### src/rtl/cache_line.sv
// Single cache line: WORDS x DATA_W data, tag, valid/dirty, en/ack request handshake with write-allocate.
// Define CACHE_LINE_PARITY_EN to store one even-parity bit per word and flag mismatches on read hits.
module cache_line #(
    parameter int DATA_W = 16,
    parameter int WORDS  = 4,
    parameter int TAG_W  = 8
) (
    input  logic                     clk_i,
    input  logic                     rst_i,
    input  logic                     en_i,
    input  logic                     write_i,
    input  logic                     inval_i,
    input  logic [TAG_W-1:0]         tagIn_i,
    input  logic [$clog2(WORDS)-1:0] wordSel_i,
    input  logic [DATA_W-1:0]        dataIn_i,
    output logic [DATA_W-1:0]        dataOut_o,
    output logic                     hit_o,
    output logic                     perr_o,
    output logic                     ack_o,
    output logic                     busy_o,
    output logic                     valid_o,
    output logic                     dirty_o,
    output logic [TAG_W-1:0]         tagOut_o
);
    localparam int SEL_W = $clog2(WORDS);

    typedef enum logic [1:0] {IDLE, LOOKUP, RESP} state_t;

    state_t state_q, state_d;

    logic [DATA_W-1:0] words_q [WORDS];
    logic [TAG_W-1:0]  tag_q;
    logic              valid_q;
    logic              dirty_q;
    logic              reqWrite_q;
    logic [TAG_W-1:0]  reqTag_q;
    logic [SEL_W-1:0]  reqSel_q;
    logic [DATA_W-1:0] reqData_q;
    logic [DATA_W-1:0] dataOut_q;
    logic              hit_q;
    logic              perr_q;
    logic              lookupHit;
    logic              parityBad;

`ifdef CACHE_LINE_PARITY_EN
    logic [WORDS-1:0]  parity_q;
    assign parityBad = (^words_q[reqSel_q]) != parity_q[reqSel_q];
`else
    assign parityBad = 1'b0;
`endif

    assign lookupHit = valid_q && (tag_q == reqTag_q);

    always_ff @(posedge clk_i) begin
        if (rst_i) state_q <= IDLE;
        else       state_q <= state_d;
    end

    // inval has priority over en, so a simultaneous request never leaves IDLE
    always_comb begin
        state_d = state_q;
        case (state_q)
            IDLE:    if (en_i && !inval_i) state_d = LOOKUP;
            LOOKUP:  state_d = RESP;
            RESP:    state_d = IDLE;
            default: state_d = IDLE;
        endcase
    end

    always_comb begin
        ack_o  = (state_q == RESP);
        busy_o = (state_q == LOOKUP) || (state_q == RESP);
    end

    // Request capture in IDLE, line update and response registers in LOOKUP
    always_ff @(posedge clk_i) begin
        if (rst_i) begin
            for (int i = 0; i < WORDS; i++) words_q[i] <= '0;
`ifdef CACHE_LINE_PARITY_EN
            parity_q   <= '0;
`endif
            tag_q      <= '0;
            valid_q    <= 1'b0;
            dirty_q    <= 1'b0;
            reqWrite_q <= 1'b0;
            reqTag_q   <= '0;
            reqSel_q   <= '0;
            reqData_q  <= '0;
            dataOut_q  <= '0;
            hit_q      <= 1'b0;
            perr_q     <= 1'b0;
        end else if (state_q == IDLE) begin
            if (inval_i) begin
                valid_q <= 1'b0;
                dirty_q <= 1'b0;
            end else if (en_i) begin
                reqWrite_q <= write_i;
                reqTag_q   <= tagIn_i;
                reqSel_q   <= wordSel_i;
                reqData_q  <= dataIn_i;
            end
        end else if (state_q == LOOKUP) begin
            perr_q <= 1'b0;
            if (reqWrite_q) begin
                dataOut_q <= reqData_q;
                dirty_q   <= 1'b1;
                hit_q     <= lookupHit;
                if (lookupHit) begin
                    words_q[reqSel_q] <= reqData_q;
`ifdef CACHE_LINE_PARITY_EN
                    parity_q[reqSel_q] <= ^reqData_q;
`endif
                end else begin
                    tag_q   <= reqTag_q;
                    valid_q <= 1'b1;
                    for (int i = 0; i < WORDS; i++) begin
                        words_q[i] <= (SEL_W'(i) == reqSel_q) ? reqData_q : '0;
`ifdef CACHE_LINE_PARITY_EN
                        parity_q[i] <= (SEL_W'(i) == reqSel_q) ? ^reqData_q : 1'b0;
`endif
                    end
                end
            end else if (lookupHit) begin
                dataOut_q <= words_q[reqSel_q];
                hit_q     <= !parityBad;
                perr_q    <= parityBad;
            end else begin
                dataOut_q <= '0;
                hit_q     <= 1'b0;
            end
        end
    end

    assign dataOut_o = dataOut_q;
    assign hit_o     = hit_q;
    assign perr_o    = perr_q;
    assign valid_o   = valid_q;
    assign dirty_o   = dirty_q;
    assign tagOut_o  = tag_q;

endmodule

### config.mk
export PLATFORM = sky130hd
export DESIGN_NAME = cache_line
export DESIGN_NICKNAME = d
export VERILOG_FILES = /design/src/rtl/cache_line.sv
export SDC_FILE = /design/constraint.sdc
export NUM_CORES = 1
export LEC_CHECK = 0
export ABC_AREA = 1
export BUFFER_PORTS_ARGS = -buffer_cell sky130_fd_sc_hd__buf_4
export CORE_ASPECT_RATIO = 0.75
export CORE_MARGIN = 2
export CORE_UTILIZATION = 45
export DETAILED_ROUTE_END_ITERATION = 10
export GPL_TIMING_DRIVEN = 0
export RECOVER_POWER = 50
export SYNTH_ARGS = -nofsm -noshare
export SYNTH_HDL_FRONTEND = slang
export SYNTH_SLANG_ARGS = --single-unit
### constraint.sdc
create_clock -name clk_i -period 4.9 [get_ports clk_i]
set_input_delay 0.49 -clock clk_i [delete_from_list [all_inputs] [get_ports clk_i]]
set_output_delay 0.49 -clock clk_i [all_outputs]
set_load 0.01 [all_outputs]
==> results of run 1 <==
cell families (layout without fill, tap and decap cells):
group / after synthesis / after routing / share of synthesized area
flip-flops: 122 / 122 / 0.5426
AND/OR/NAND/NOR: 289 / 289 / 0.2387
adder cells (fa/ha/maj): 3 / 3 / 0.006607
AO/OA/AOI/OAI: 106 / 106 / 0.09800
buffers and inverters: 148 / 239 / 0.1103
other: 1 / 1 / 0.0006600
XOR/XNOR: 2 / 2 / 0.003084
power by group through the flow:
stage	Sequential, mW	Clock, mW	Combinational, mW
finish	1.15	1.25	0.290
global route	1.16	1.30	0.327
CTS	1.16	1.26	0.299
detailed placement	1.18	0	0.297
global placement	1.18	0	0.292
floorplan	1.17	0	0.195
through the flow:
step | util | area [um^2] | hold slack [ns] | instances | setup slack, ns
finish | 0.5419 | 6669 | 0.3475 | 928 | 1.328
global route | 0.5419 | 6669 | 0.3547 | 928 | 1.028
CTS | 0.5621 | 6917 | 0.3340 | 928 | 2.209
detailed placement | 0.5146 | 6332 | 0.4609 | 896 | 2.224
global placement | 0.5146 | 6332 | 0.4607 | 896 | 2.351
floorplan | - | 5682 | 0.4495 | 671 | 2.837
state kept, by name, indices dropped and copies added, names as in the netlist, named ones only:
signal      count
dirty_o         1
valid_o         1
hit_o           1
reqTag_q        8
reqSel_q        2
state_q         2
dataOut_o      16
reqData_q      16
words_q        64
tagOut_o        8
reqWrite_q      1
final cells by class:
cell class                      instances  area, um^2  area share
Clock inverter                         14       155.1     0.02326
Buffer                                 39       180.2     0.02702
Inverter                              109       409.1     0.06135
Clock buffer                           18       429.2     0.06435
Timing Repair Buffer                   59       330.3     0.04953
Tap cell                              166       207.7     0.03114
Sequential cell                       122        3083      0.4623
Multi-Input combinational cell        401        1874      0.2811
critical path: stages, from the launching register on:
cell and delay (ns):
dfxtp_1 0.39, inv_1 0.06, a21boi_0 0.36, nand2_2 0.11, nor2_4 0.09, nand3_1 0.35
nand2_1 0.28, clkbuf_1 0.52, nand3_1 0.87
cells in the final DEF, fill, tap and decap left out, drive strengths merged, types with 4 or more instances in the layout:
cell type and count:
clkbuf 72, nand4 13, inv 109, o22ai 16, edfxtp 64, clkinv 7
nand3 50, o21ai 26, clkinvlp 4, dfxtp 58, nand2 153, buf 44
nor2 73, a21oi 63
path summary, 6_finish.rpt:
| kind | startpoint | end | slack (ns) |
|---|---|---|---|
| max | tagOut_o[7] | words_q[1][0] | 1.33 |
| min | tagIn_i[6] | reqTag_q[6] | 0.35 |
| max reg2reg | tagOut_o[7] | words_q[1][0] | 1.33 |
| min reg2reg | dirty_o | dirty_o | 0.47 |
metal layers:
metal / up-vias / wire length, um / GRT usage
met3: 14 / 795 / 0.05255
li1: 2310 / - / -
met1: 2200 / 7160 / 0.3203
met4: 0 / 132 / 0.06056
met5: - / 0 / 0
met2: 122 / 6464 / 0.3475
==> impl_metrics.toml, run 1 <==
[clock_network]
cts_tree = "yes"
cts_resized = 0
cts_sinks = 122
clk_latency_ns = 0.42
root_buffer = "clkbuf_16"
path_clk_slew_ns = 0.06
clock_path_buffers = 2
cts_max_level = 4
cts_setup_buffers = 0
holdBufCountCts = 0
numCtsBuffers = 17

[layout]
fillCellCount = 1193
finalNetCount = 783
n_antenna_cell = 0
area_delta_synth_final_pct = 17.38
final_layout_size_suffix_gt1_frac = 0.1194

[power]
p_leak_nw = 2.710
finalPower_mw = 2.692
internal-power_mw = 2.001
irDropWorstVdd_mv = 0.2503
switching_share = 0.2567
clkPwrFrac = 0.464
p_switching_mw = 0.6909
power_frac_comb = 0.108
seqPwrFrac = 0.428
p_per_area_mw_per_mm2 = 403.7

[placed_design]
place_congestion = 0.8381
dp_hpwl_um = 10440
io_buffer_count = 59

[routing]
drc_errors = 0
antenna_left = 0
vias = 4646
via_per_inst = 5.006
detail_route.wl_per_cell_um = 15.68
drt_iter0_drc = 358
dr.pass1.iters = 5
routed_wl_um = 14550

[sta]
setup_viol = 0
fmax_ghz = 0.2800
grt_setup_unrepaired = "false"
report.final.slew_viol_count = 0
tightest_slew_ns = 1.019
min_period_over_period = 0.7290
clock-skew-final_ns = 0.01082
final.setup.tns_ns = 0
relSlewSlack = 0.3186
fin_crit_ns = 3.572
hold_viol = 0

[synthesis]
synth_top_area_share = 0.3383
yosysMostFrequentCell = "nand2_1"
ys.flop_type = "edfxtp_1"
synth.distinct_cells = 29
ys_top_cells_by_area = "edfxtp_1 34%, dfxtp_1 20%, nand2_1 8.7%"
yosysSeqAreaShare = 0.5426
synth_edf_count = 64
syn_avg_cell_area_um2 = 8.468
ys_ff_latch = 122
syn_nets = 705
postSynthCellCount = 671
yosysWarnings = 0
yosys-top-cells-count = "131 x nand2_1, 105 x inv_1, 69 x nor2_1"
syn_area_mm2 = 0.005682
synth.largest_area_cell = "edfxtp_1"
async_reset_ff_frac = 0

[die]
core_area_mm2 = 0.01231
pin_count = 61
die_height_um = 101.3
placementRows = 35
dieArea_mm2 = 0.01355
initial_core_util = 0.4617
die_w_um = 133.8

[grt]
grt_max_degree = 17
grt_pass1_wl_um = 23060
grt_overflow = 0
grt_usage = 0.2250
grt_antenna_before_repair = 0
grt_pass1_vias = 4547

[run]
maxCapViolCount = 0

[min_path]
hp-class = "in2reg"
hold_path_depth = 3

[critical_path]
start_kind = "flip-flop"
endpoint_kind = "flip-flop"
crit_fanout = 16
critPathKind = "reg2reg"
worstPathRequired_ns = 4.77
arrival_ns = 3.44
reg2reg_depth = 8

[status]
status = "complete, no violations"
No activity file was read; power rests on OpenSTA's default activity.
==> run 2, diff against run 1 <==
Settings changed: PLACE_DENSITY from default to 0.66.
Clock period 4.9 ns to 3.1 ns, I/O delays scaled along.
==> impl_metrics.toml, run 2 (synthesis results as in run 1) <==
[status]
status = "complete, no violations"

[clock_network]
cts_resized = 0
cts_sinks = 122
numCtsBuffers = 17
cts_setup_buffers = 0
holdBufCountCts = 0
root_buffer = "clkbuf_16"
path_clk_slew_ns = 0.06
clk_latency_ns = 0.42
clock_path_buffers = 2
cts_max_level = 4
cts_tree = "yes"

[routing]
routed_wl_um = 15180
dr.pass1.iters = 6
vias = 4790
drt_iter0_drc = 454
via_per_inst = 5.162
drc_errors = 0
antenna_left = 0
detail_route.wl_per_cell_um = 16.36

[critical_path]
path_depth = 9
reg2reg_depth = 9
critPathBufInv = 4
cp_common_cell = "inv_1"
max_stage_delay_ns = 0.67
endpoint_kind = "flip-flop"
worstPathRequired_ns = 2.99
start_kind = "flip-flop"
arrival_ns = 2.61
slowest_stage = "nand3_1"
critPathKind = "reg2reg"
crit_family = "simple AND/OR/NAND/NOR gates"
crit_fanout = 16
cp_cell_sequence = "inv_1 -> ha_1 -> clkbuf_1 -> nor2_8 -> nand2_1 -> inv_1 -> buf_4 -> nand4_1 -> nand3_1"

[layout]
final_layout_size_suffix_gt1_frac = 0.1247
instances_no_fill = 928
area_delta_synth_final_pct = 18.34
top_register = "words_q"
design_area_mm2 = 0.006724
largest_reg_flops = 64
final_common_cell = "nand2_1"
finalNetCount = 783
fin_util = 0.5464
n_antenna_cell = 0
final_cell_mix = "141 x nand2_1, 106 x inv_1, 69 x nor2_1"

[sta]
fmax_ghz = 0.3679
relSlewSlack = 0.1415
clock-skew-final_ns = 0.01004
hold_ws_ns = 0.1577
fin_ws_ns = 0.3819
setup_viol = 0
fin_crit_ns = 2.718
final.setup.tns_ns = 0
min_period_over_period = 0.8768
tightest_slew_ns = 1.288
grt_setup_unrepaired = "false"
hold_viol = 0
report.final.slew_viol_count = 0

[grt]
grt_usage = 0.2362
grt_antenna_before_repair = 0
grt_max_degree = 17
grt_pass1_vias = 4712
grt_pass1_wl_um = 24220
grt_overflow = 0

[min_path]
hold_path_depth = 3
hp-class = "in2reg"

[run]
maxCapViolCount = 0

[die]
pin_count = 61
initial_core_util = 0.4617
die_w_um = 133.8
placementRows = 35
core_area_mm2 = 0.01231
dieArea_mm2 = 0.01355
die_height_um = 101.3

[power]
p_leak_nw = 2.831
irDropWorstVdd_mv = 0.4207
finalPower_mw = 4.213
p_per_area_mw_per_mm2 = 626.5

[placed_design]
dp_hpwl_um = 10730
placed_area_mm2 = 0.006332
place_congestion = 0.8413
io_buffer_count = 59
place_ws_ns = 0.4956
dp.cells = 896
[run 2: final cells by class]
cell class	count	area [um^2]
inverter	109	409.1
sequential	122	3083
clock inverter	7	61.31
multi-input combinational	401	1922
fill	1158	5582
clock buffer	25	508.0
timing repair buffer	59	334.1
tap	166	207.7
buffer	39	198.9
[run 2: report_power, final]
part,total (mW),switching [mW],internal [mW],leakage [nW]
combinational,0.472,0.336,0.135,1.41
sequential,1.83,0.0481,1.78,1.13
clock,1.91,0.701,1.21,0.285
[run 2: path summary, 6_finish.rpt]
path | from | endpoint | slack, ns
hold reg to reg | reqData_q[7] | reqData_q[7] | 0.48
setup reg to reg | state_q[0] | words_q[3][12] | 0.38
setup / recovery | state_q[0] | words_q[3][12] | 0.38
hold / removal | tagIn_i[6] | reqTag_q[6] | 0.16
[run 2: metal layers]
metal  track usage  vias up  part of all wire
met4       0.09083        0             0.014
met2        0.3578      161              0.45
met3       0.04755       20             0.067
li1              -     2305                 -
met1        0.3365     2304              0.47
met5             0        -                 0
[run 2: tightest hold or removal path: stages]
cell and delay (ns):
buf_4 0.08, o21ai_1 0.06, a21oi_1 0.10
==> run 3, diff against run 2 <==
Settings changed: CORE_UTILIZATION 45 to 53, HOLD_SLACK_MARGIN from default to 0.12, PLACE_DENSITY 0.66 to 0.76, REMOVE_ABC_BUFFERS from default to 1.
==> impl_metrics.toml, run 3 (synthesis results as in run 1) <==
[status]
status = "complete, no violations"

[sta]
final.setup.tns_ns = 0
min_period_over_period = 0.9458
fin_ws_ns = 0.1679
hold_ws_ns = 0.1699
relSlewSlack = 0.2336
tightest_slew_ns = 1.148
hold_viol = 0
setup_viol = 0
fin_crit_ns = 2.932
fmax_ghz = 0.3411
clock-skew-final_ns = 0.008744
grt_setup_unrepaired = "false"
report.final.slew_viol_count = 0

[layout]
regArea_mm2 = 0.003084
area_delta_synth_final_pct = 14.56
top_register = "words_q"
fillCellCount = 906
n_antenna_cell = 0
instances_no_fill = 860
final_cell_mix = "144 x nand2_1, 104 x inv_1, 69 x nor2_1"
multi_input_area_mm2 = 0.001907
final_layout_size_suffix_gt1_frac = 0.1215
largest_reg_flops = 64
finalNetCount = 745
final_common_cell = "nand2_1"

[critical_path]
r2r_end = "words_q[3][13]"
arrival_ns = 2.91
cp_cell_sequence = "xor2_1 -> nor2_2 -> nand3_4 -> nand2_4 -> nand3_2"
r2r_start = "reqTag_q[2]"
crit_fanout = 21
critPathKind = "reg2reg"
r2r_setup_slack_ns = 0.17
slowest_stage = "nor2_2"
reg2reg_depth = 5
max_stage_delay_ns = 0.89
worstPathRequired_ns = 3.08
endpoint_kind = "flip-flop"
start_kind = "flip-flop"

[grt]
grt_overflow = 0
grt_antenna_before_repair = 0
grt_max_degree = 53
grt_pass1_wl_um = 21620
grt_usage = 0.2503
grt_pass1_vias = 4418

[routing]
antenna_left = 0
drt_iter0_drc = 459
detail_route.wl_per_cell_um = 16.15
via_per_inst = 5.403
drc_errors = 0
dr.pass1.iters = 7
vias = 4647
routed_wl_um = 13890

[placed_design]
dp_hpwl_um = 8042
io_buffer_count = 59
place_ws_ns = -1.170
place_congestion = 0.7673
dp.cells = 828

[min_path]
hp-class = "in2reg"
hold-path-endpoint = "reqTag_q[1]"
hold_path_depth = 3
hp-start = "tagIn_i[1]"

[clock_network]
cts_sinks = 122
clk_latency_ns = 0.42
clock_path_buffers = 2
cts_max_level = 4
holdBufCountCts = 0
root_buffer = "clkbuf_16"
path_clk_slew_ns = 0.06
numCtsBuffers = 17
cts_tree = "yes"

[power]
irDropWorstVdd_mv = 0.5434
p_per_area_mw_per_mm2 = 647.1
p_leak_nw = 2.614

[die]
placementRows = 32
dieArea_mm2 = 0.01157
core_area_mm2 = 0.01037
die_w_um = 123.6
initial_core_util = 0.5479
die_height_um = 93.67
pin_count = 61

[run]
maxCapViolCount = 0
run 3: metrics by stage:
stage	power [mW]	area, um^2	util
detailed placement	2.290	6088	0.5871
finish	4.212	6509	0.6277
CTS	4.232	6719	0.6479
global route	4.343	6509	0.6277
floorplan	2.124	5464	-
global placement	2.271	6077	0.5860
run 3: layout make-up:
cell class,count,share of cell area
sequential,122,0.4739
multi-input combinational,401,0.2930
timing repair buffer,60,0.05306
clock inverter,11,0.01826
clock buffer,21,0.07247
tap,136,0.02614
inverter,109,0.06324
run 3: routing by layer:
layer | vias up | global-route usage | wire length (um)
li1 | 2239 | - | -
met2 | 171 | 0.4139 | 6730
met1 | 2226 | 0.3145 | 6048
met5 | - | 0 | 0
met3 | 11 | 0.07828 | 981
met4 | 0 | 0.07576 | 131
run 3: what timing repair did:
action | 4_1_cts | 5_1_grt
setup buffers | 0 | 0
endpoints found under the setup margin | 128 | 1
cloned | 0 | 0
gates resized for setup | 8 | 1
run 3: where the power goes:
group | internal [mW] | total [mW] | leakage (nW) | switching, mW
Combinational | 0.114 | 0.405 | 1.20 | 0.292
Clock | 1.24 | 1.96 | 0.280 | 0.714
Sequential | 1.78 | 1.85 | 1.14 | 0.0685
run 3: critical path: cells and delay by family, from the launching register on:
family           cells  cell delay (ns)
flip-flops           1             0.33
XOR/XNOR             1             0.17
AND/OR/NAND/NOR      4             1.98
run 3: worst max path at each step:
stage                start             end  cells after the start
2_1_floorplan   state_q[1]   words_q[1][0]                      8
3_3_place_gp    state_q[1]   words_q[1][5]                      8
3_5_place_dp    state_q[1]   words_q[1][9]                      8
4_1_cts          flip-flop    dataOut_o[3]                      6
5_1_grt        reqTag_q[2]  words_q[0][10]                      5
6_report       reqTag_q[2]  words_q[3][13]                      5
